===== config.mk =====
export PLATFORM = sky130hd
export DESIGN_NAME = fifo_unpacker_flat
export DESIGN_NICKNAME = d
export VERILOG_FILES = /design/src/rtl/fifo_pkg.sv /design/src/rtl/fifo_unpacker_if.sv /design/src/rtl/fifo_unpacker_frame_counter.sv /design/src/rtl/fifo_unpacker.sv /design/src/flat_wrapper.sv
export SDC_FILE = /design/constraint.sdc
export NUM_CORES = 1
export LEC_CHECK = 0
export CAP_MARGIN = 20
export CORE_ASPECT_RATIO = 0.6
export CORE_UTILIZATION = 30
export DETAILED_ROUTE_END_ITERATION = 8
export DONT_BUFFER_PORTS = 1
export SETUP_SLACK_MARGIN = 0.02
export SLEW_MARGIN = 20
export SYNTH_ARGS = -nofsm -noshare
export SYNTH_HDL_FRONTEND = slang
export SYNTH_SLANG_ARGS = --single-unit

===== constraint.sdc =====
create_clock -name clk -period 6.7 [get_ports clk]
set_input_delay 0.67 -clock clk [delete_from_list [all_inputs] [get_ports clk]]
set_output_delay 0.67 -clock clk [all_outputs]
set_load 0.005 [all_outputs]

===== src/rtl/fifo_pkg.sv =====
// Shared types for the fifo-to-stream unpacker.
// Lane geometry is derived from the word and sample widths.
package fifo_pkg;

  localparam int IN_WIDTH  = 64;
  localparam int OUT_WIDTH = 16;
  localparam int FRAME_W   = 16;
  localparam int LANES     = IN_WIDTH / OUT_WIDTH;
  localparam int LANE_W    = $clog2(LANES);

  typedef logic [IN_WIDTH-1:0]  word_t;
  typedef logic [OUT_WIDTH-1:0] sample_t;
  typedef logic [FRAME_W-1:0]   frame_cnt_t;
  typedef logic [LANE_W-1:0]    lane_t;

  typedef enum logic {
    IDLE,
    SHIFT
  } unpack_state_t;

endpackage


===== src/rtl/fifo_unpacker_if.sv =====
// Fifo read side plus sample stream of the unpacker.
// slave is the unpacker's view, master the driver's.
interface fifo_unpacker_if;
  import fifo_pkg::*;

  logic       fifo_empty;
  word_t      fifo_rdata;
  logic       fifo_pop;
  frame_cnt_t frame_len;
  logic       clear;
  logic       out_valid;
  logic       out_ready;
  sample_t    out_data;
  logic       out_last;

  modport slave (
    input  fifo_empty,
    input  fifo_rdata,
    output fifo_pop,
    input  frame_len,
    input  clear,
    output out_valid,
    input  out_ready,
    output out_data,
    output out_last
  );

  modport master (
    output fifo_empty,
    output fifo_rdata,
    input  fifo_pop,
    output frame_len,
    output clear,
    input  out_valid,
    output out_ready,
    input  out_data,
    input  out_last
  );

endinterface


===== src/rtl/fifo_unpacker_frame_counter.sv =====
// Per-frame sample counter with last-sample flag.
// frame_len of zero means unframed: count wraps, last never set.
module frame_counter
  import fifo_pkg::*;
(
  input  logic       clk,
  input  logic       rst,
  input  logic       clear,
  input  logic       accept,
  input  frame_cnt_t frame_len,
  output frame_cnt_t sample_cnt,
  output logic       last
);

  frame_cnt_t r_cnt;

  assign sample_cnt = r_cnt;
  assign last = (frame_len != '0) &&
                (r_cnt == frame_cnt_t'(frame_len - 1'b1));

  always_ff @(posedge clk) begin
    if (rst || clear) begin
      r_cnt <= '0;
    end else if (accept) begin
      r_cnt <= last ? '0 : r_cnt + 1'b1;
    end
  end

endmodule


===== src/rtl/fifo_unpacker.sv =====
// Pops show-ahead fifo words and serialises them LSB lane first.
// A last-lane accept reloads the next word with no bubble.
module fifo_unpacker
  import fifo_pkg::*;
(
  input logic            clk,
  input logic            rst,
  fifo_unpacker_if.slave bus
);

  unpack_state_t r_state;
  unpack_state_t w_state_nxt;
  word_t         r_word;
  word_t         w_word_nxt;
  lane_t         r_lane;
  lane_t         w_lane_nxt;

  sample_t [LANES-1:0] w_lanes;
  logic                w_valid;
  logic                w_accept;
  logic                w_last_lane;
  logic                w_pop;
  logic                w_last;
  frame_cnt_t          w_unused_sample_cnt;

  assign w_lanes     = r_word;
  assign w_valid     = (r_state == SHIFT);
  assign w_accept    = w_valid && bus.out_ready;
  assign w_last_lane = (r_lane == lane_t'(LANES - 1));

  // Reset counts as a flush, so the head is never consumed during it.
  assign w_pop = !bus.fifo_empty && !bus.clear && !rst &&
                 (!w_valid || (w_accept && w_last_lane));

  assign bus.fifo_pop  = w_pop;
  assign bus.out_valid = w_valid;
  assign bus.out_data  = w_valid ? w_lanes[r_lane] : '0;
  assign bus.out_last  = w_valid && w_last;

  always_comb begin
    w_state_nxt = r_state;
    w_word_nxt  = r_word;
    w_lane_nxt  = r_lane;
    if (bus.clear) begin
      w_state_nxt = IDLE;
      w_lane_nxt  = '0;
    end else begin
      unique case (r_state)
        IDLE: begin
          if (w_pop) begin
            w_word_nxt  = bus.fifo_rdata;
            w_lane_nxt  = '0;
            w_state_nxt = SHIFT;
          end
        end
        SHIFT: begin
          if (w_accept) begin
            if (!w_last_lane) begin
              w_lane_nxt = r_lane + 1'b1;
            end else if (w_pop) begin
              w_word_nxt = bus.fifo_rdata;
              w_lane_nxt = '0;
            end else begin
              w_state_nxt = IDLE;
            end
          end
        end
        default: w_state_nxt = IDLE;
      endcase
    end
  end

  always_ff @(posedge clk) begin
    if (rst) begin
      r_state <= IDLE;
      r_word  <= '0;
      r_lane  <= '0;
    end else begin
      r_state <= w_state_nxt;
      r_word  <= w_word_nxt;
      r_lane  <= w_lane_nxt;
    end
  end

  frame_counter u_frame (
    .clk        (clk),
    .rst        (rst),
    .clear      (bus.clear),
    .accept     (w_accept),
    .frame_len  (bus.frame_len),
    .sample_cnt (w_unused_sample_cnt),
    .last       (w_last)
  );

endmodule


===== src/flat_wrapper.sv =====
// flat-port wrapper written by rule: the top's interface ports become plain ports
module fifo_unpacker_flat import fifo_pkg::*;
  (clk, rst, bus_fifo_empty, bus_fifo_rdata, bus_fifo_pop, bus_frame_len, bus_clear, bus_out_valid, bus_out_ready, bus_out_data, bus_out_last);
  fifo_unpacker_if bus_i ();
  input logic clk;
  input logic rst;
  input wire logic [$bits(bus_i.fifo_empty)-1:0] bus_fifo_empty;
  input wire logic [$bits(bus_i.fifo_rdata)-1:0] bus_fifo_rdata;
  output wire logic [$bits(bus_i.fifo_pop)-1:0] bus_fifo_pop;
  input wire logic [$bits(bus_i.frame_len)-1:0] bus_frame_len;
  input wire logic [$bits(bus_i.clear)-1:0] bus_clear;
  output wire logic [$bits(bus_i.out_valid)-1:0] bus_out_valid;
  input wire logic [$bits(bus_i.out_ready)-1:0] bus_out_ready;
  output wire logic [$bits(bus_i.out_data)-1:0] bus_out_data;
  output wire logic [$bits(bus_i.out_last)-1:0] bus_out_last;
  assign bus_i.fifo_empty = bus_fifo_empty;
  assign bus_i.fifo_rdata = bus_fifo_rdata;
  assign bus_fifo_pop = bus_i.fifo_pop;
  assign bus_i.frame_len = bus_frame_len;
  assign bus_i.clear = bus_clear;
  assign bus_out_valid = bus_i.out_valid;
  assign bus_i.out_ready = bus_out_ready;
  assign bus_out_data = bus_i.out_data;
  assign bus_out_last = bus_i.out_last;
  fifo_unpacker u_core (.clk(clk), .rst(rst), .bus(bus_i));
endmodule

==> flow_summary.ini <==
[synth]
ys_seq_elements = 83
ys_seq_area_share_pct = 37.7
synth_area_sq_mm = 0.00441
async_flop_share_pct = 0
synth_edf_count = 0
netlist.top_cell.by_area = dfxtp_1
yosysWarnings = 0
syn_nets = 598
synth_cell_type_count = 51
synth_ff_type = dfxtp_1
synth_top_area_share_pct = 37.7
avgSynthCellArea_sq_um = 8.67
yosys-top-cells-area = dfxtp_1 (38%), nand2b_1 (9.4%), mux4_2 (8.2%), o21ai_0 (7.6%), nand2_1 (6.6%)
synthCells = 509

[run_status]
status = complete, no violations

[floorplanning]
core_area_sq_mm = 0.0140
io_pins = 104
rows = 33
die_x_um = 159
initial_utilization_pct = 31.5
dieArea_sq_mm = 0.0152
die_h_um = 95.9

[pwr]
comb_power_share_pct = 6.4
clockPowerShare_pct = 45.5
switchingPower_mw = 0.256
seqPwrFrac_pct = 48.1
p_per_area_mw_per_mm2 = 227
p_int_mw = 0.842
switching_share_pct = 23.3
leakage_nw = 1.50
peakVddDrop_mv = 0.125

[clock_tree]
cts_buffer_depth = 2
ctsHtreeMaxLevel = 3
post_cts_buffers = 0
cts_tree = done
root_buffer = clkbuf_16
clk_latency_ns = 0.33
cts.sinks = 83
hold_buffers = 0
cts_inserted_buffers = 9
clk_pin_slew_ns = 0.06
post_cts_resized = 0

[routing]
vias = 3475
ant_nets = 0
drt-total-wl_um = 10900
wire_per_inst_um = 16.0
route.detailed.drc = 0
firstDrtPassIters = 4
routed_via_density = 5.07
drt_iter0_drc = 169

[placed_design]
gp_congestion = 0.804
port_buffers = 0
hpwl_um = 7840
pre_cts_ws_ns = 3.33

[sta]
clock_skew_ns = 0.00739
hold_viol_final = 0
fin_crit_ns = 3.37
worst_pin_slew_ns = 0.893
fmax_ghz = 0.297
setup_viol = 0
rsz0062_at_grt = no
setup_tns_ns = 0
fin_crit_sh_pct = 50.2
drv_slew = 0
worst_slack_ns = 3.33
slew_headroom_pct = 40.4

[setup_path]
cp.arrival_ns = 2.70
slowest_delay_ns = 0.91
critPathCaptureType = primary output
timing.rr.end = u_core.u_frame.sample_cnt[15]
r2r-start = u_core.bus.out_valid
path_max_fanout = 68
critPathLaunchType = register
reg2reg_setup_slack_ns = 3.51
crit_type = reg2out
cp_data_required_time_ns = 6.03
reg2regPathDepth = 6
worstPathCellList = ha_1 -> a21oi_1 -> nor3_2 -> buf_4 -> buf_12
critPathSlowestCell = dfxtp_1

[finish]
multi_input_area_sq_mm = 0.00259
syn_to_final_growth_pct = 9.76
finish.net_count = 577
diodes = 0
seq_area_sq_mm = 0.00166
drive_gt1_share_pct = 10.5
n_fill_cell = 1446

[global_route]
overflow = 0
grt_max_degree = 131
grt_pass1_wl_um = 17200
antenna_found_initial = 0
first_global_vias = 3245
grt_usage_pct = 14.9

[min_path]
hold_depth = 2
hold_end = u_core.r_word[58]
hp-start = bus_fifo_rdata[58]
hold_path_class = in2reg

[job]
maxCapViolations = 0
[power groups by stage]
stage	logic [mW]	clock network [mW]	registers [mW]
6_report	0.0700	0.499	0.528
5_1_grt	0.0787	0.542	0.531
4_1_cts	0.0692	0.516	0.528
3_5_place_dp	0.0689	0	0.539
3_3_place_gp	0.0665	0	0.538
2_1_floorplan	0.0631	0	0.532
[Yosys cell counts, types with 4 or more instances]
cell and n:
a211oi_1 7, a211oi_2 9, and2_1 18, clkbuf_1 31, dfxtp_1 83, ha_1 4
inv_1 5, mux4_2 16, nand2_1 77, nand2b_1 66, nand3_1 9, nand4_1 6
nor2_1 14, nor3_1 9, nor4_1 9, o21ai_0 67, or4_1 4, xnor2_1 22
xor2_1 14
[metal layers]
| metal | vias to the layer above | global-route usage, % | routed length, um |
|---|---|---|---|
| li1 | 1718 | - | - |
| met1 | 1664 | 21.6 | 5580 |
| met2 | 79 | 21.0 | 4650 |
| met3 | 14 | 3.92 | 532 |
| met4 | 0 | 5.29 | 172 |
| met5 | - | 0 | 0 |
[critical path: cells and delay by family, from the launching register on]
family | cells | cell delay (ns)
flip-flops | 1 | 0.91
buffers and inverters | 2 | 0.79
adder cells (fa/ha/maj) | 1 | 0.36
AND/OR/NAND/NOR | 1 | 0.15
AO/OA/AOI/OAI | 1 | 0.12
[worst max-delay path by stage]
stage / depth (start not counted) / endpoint / from / slack [ns]
after global placement: 8 / u_core.u_frame.sample_cnt[15] / bus_frame_len[0] / 3.47
after global routing: 5 / bus_fifo_pop / u_core.r_lane[1] / 3.11
final: 5 / bus_fifo_pop / u_core.r_lane[1] / 3.33
after floorplan: 9 / bus_out_last / bus_frame_len[0] / 3.75
after CTS: 4 / bus_fifo_pop / u_core.r_lane[1] / 3.26
after detailed placement: 8 / u_core.u_frame.sample_cnt[15] / bus_frame_len[1] / 3.33
[placed cells by master (no fill, tap or decap), types with 7 or more instances in the layout]
cell and count:
nor2_1 14, a211oi_2 9, xnor2_1 22, nor3_1 8, nor4_1 9, o21ai_0 67, and2_1 18, dfxtp_1 83
mux4_2 16, nand3_1 9, nand2_1 77, nand2b_1 66, a211oi_1 7, xor2_1 14, clkbuf_16 9
[cell families after synthesis]
group,after synthesis,synth area share (%)
mux,17,8.39
flops,83,37.7
simple gates,232,28.1
buf+inv,40,3.83
compound gates,97,13.7
fa+ha+maj,4,1.13
xor+xnor,36,7.15
[flip-flops by register name (all words and copies together), names as in the netlist]
| name | flops |
|---|---|
| u_core.r_lane | 2 |
| u_core.u_frame.sample_cnt | 16 |
| u_core.bus.out_valid | 1 |
| u_core.r_word | 64 |
[metrics by stage]
| stage | util [%] | instances | hold slack, ns | area [sq um] | power [mW] |
|---|---|---|---|---|---|
| final | 34.6 | 685 | 0.451 | 4840 | 1.10 |
| after global routing | 34.6 | 685 | 0.435 | 4840 | 1.15 |
| after CTS | 34.5 | 684 | 0.433 | 4820 | 1.11 |
| after detailed placement | 32.3 | 668 | 0.462 | 4520 | 0.608 |
| after global placement | 32.3 | 668 | 0.458 | 4520 | 0.605 |
| after floorplan | - | 509 | 0.446 | 4410 | 0.595 |
[cell type report]
| class | instances | area share, % |
|---|---|---|
| Clock buffer | 10 | 4.73 |
| Clock inverter | 6 | 1.47 |
| Inverter | 5 | 0.388 |
| Multi-Input combinational cell | 386 | 53.4 |
| Sequential cell | 83 | 34.3 |
| Tap cell | 192 | 4.96 |
| Timing Repair Buffer | 3 | 0.724 |
(Power assumes the default switching activity.)
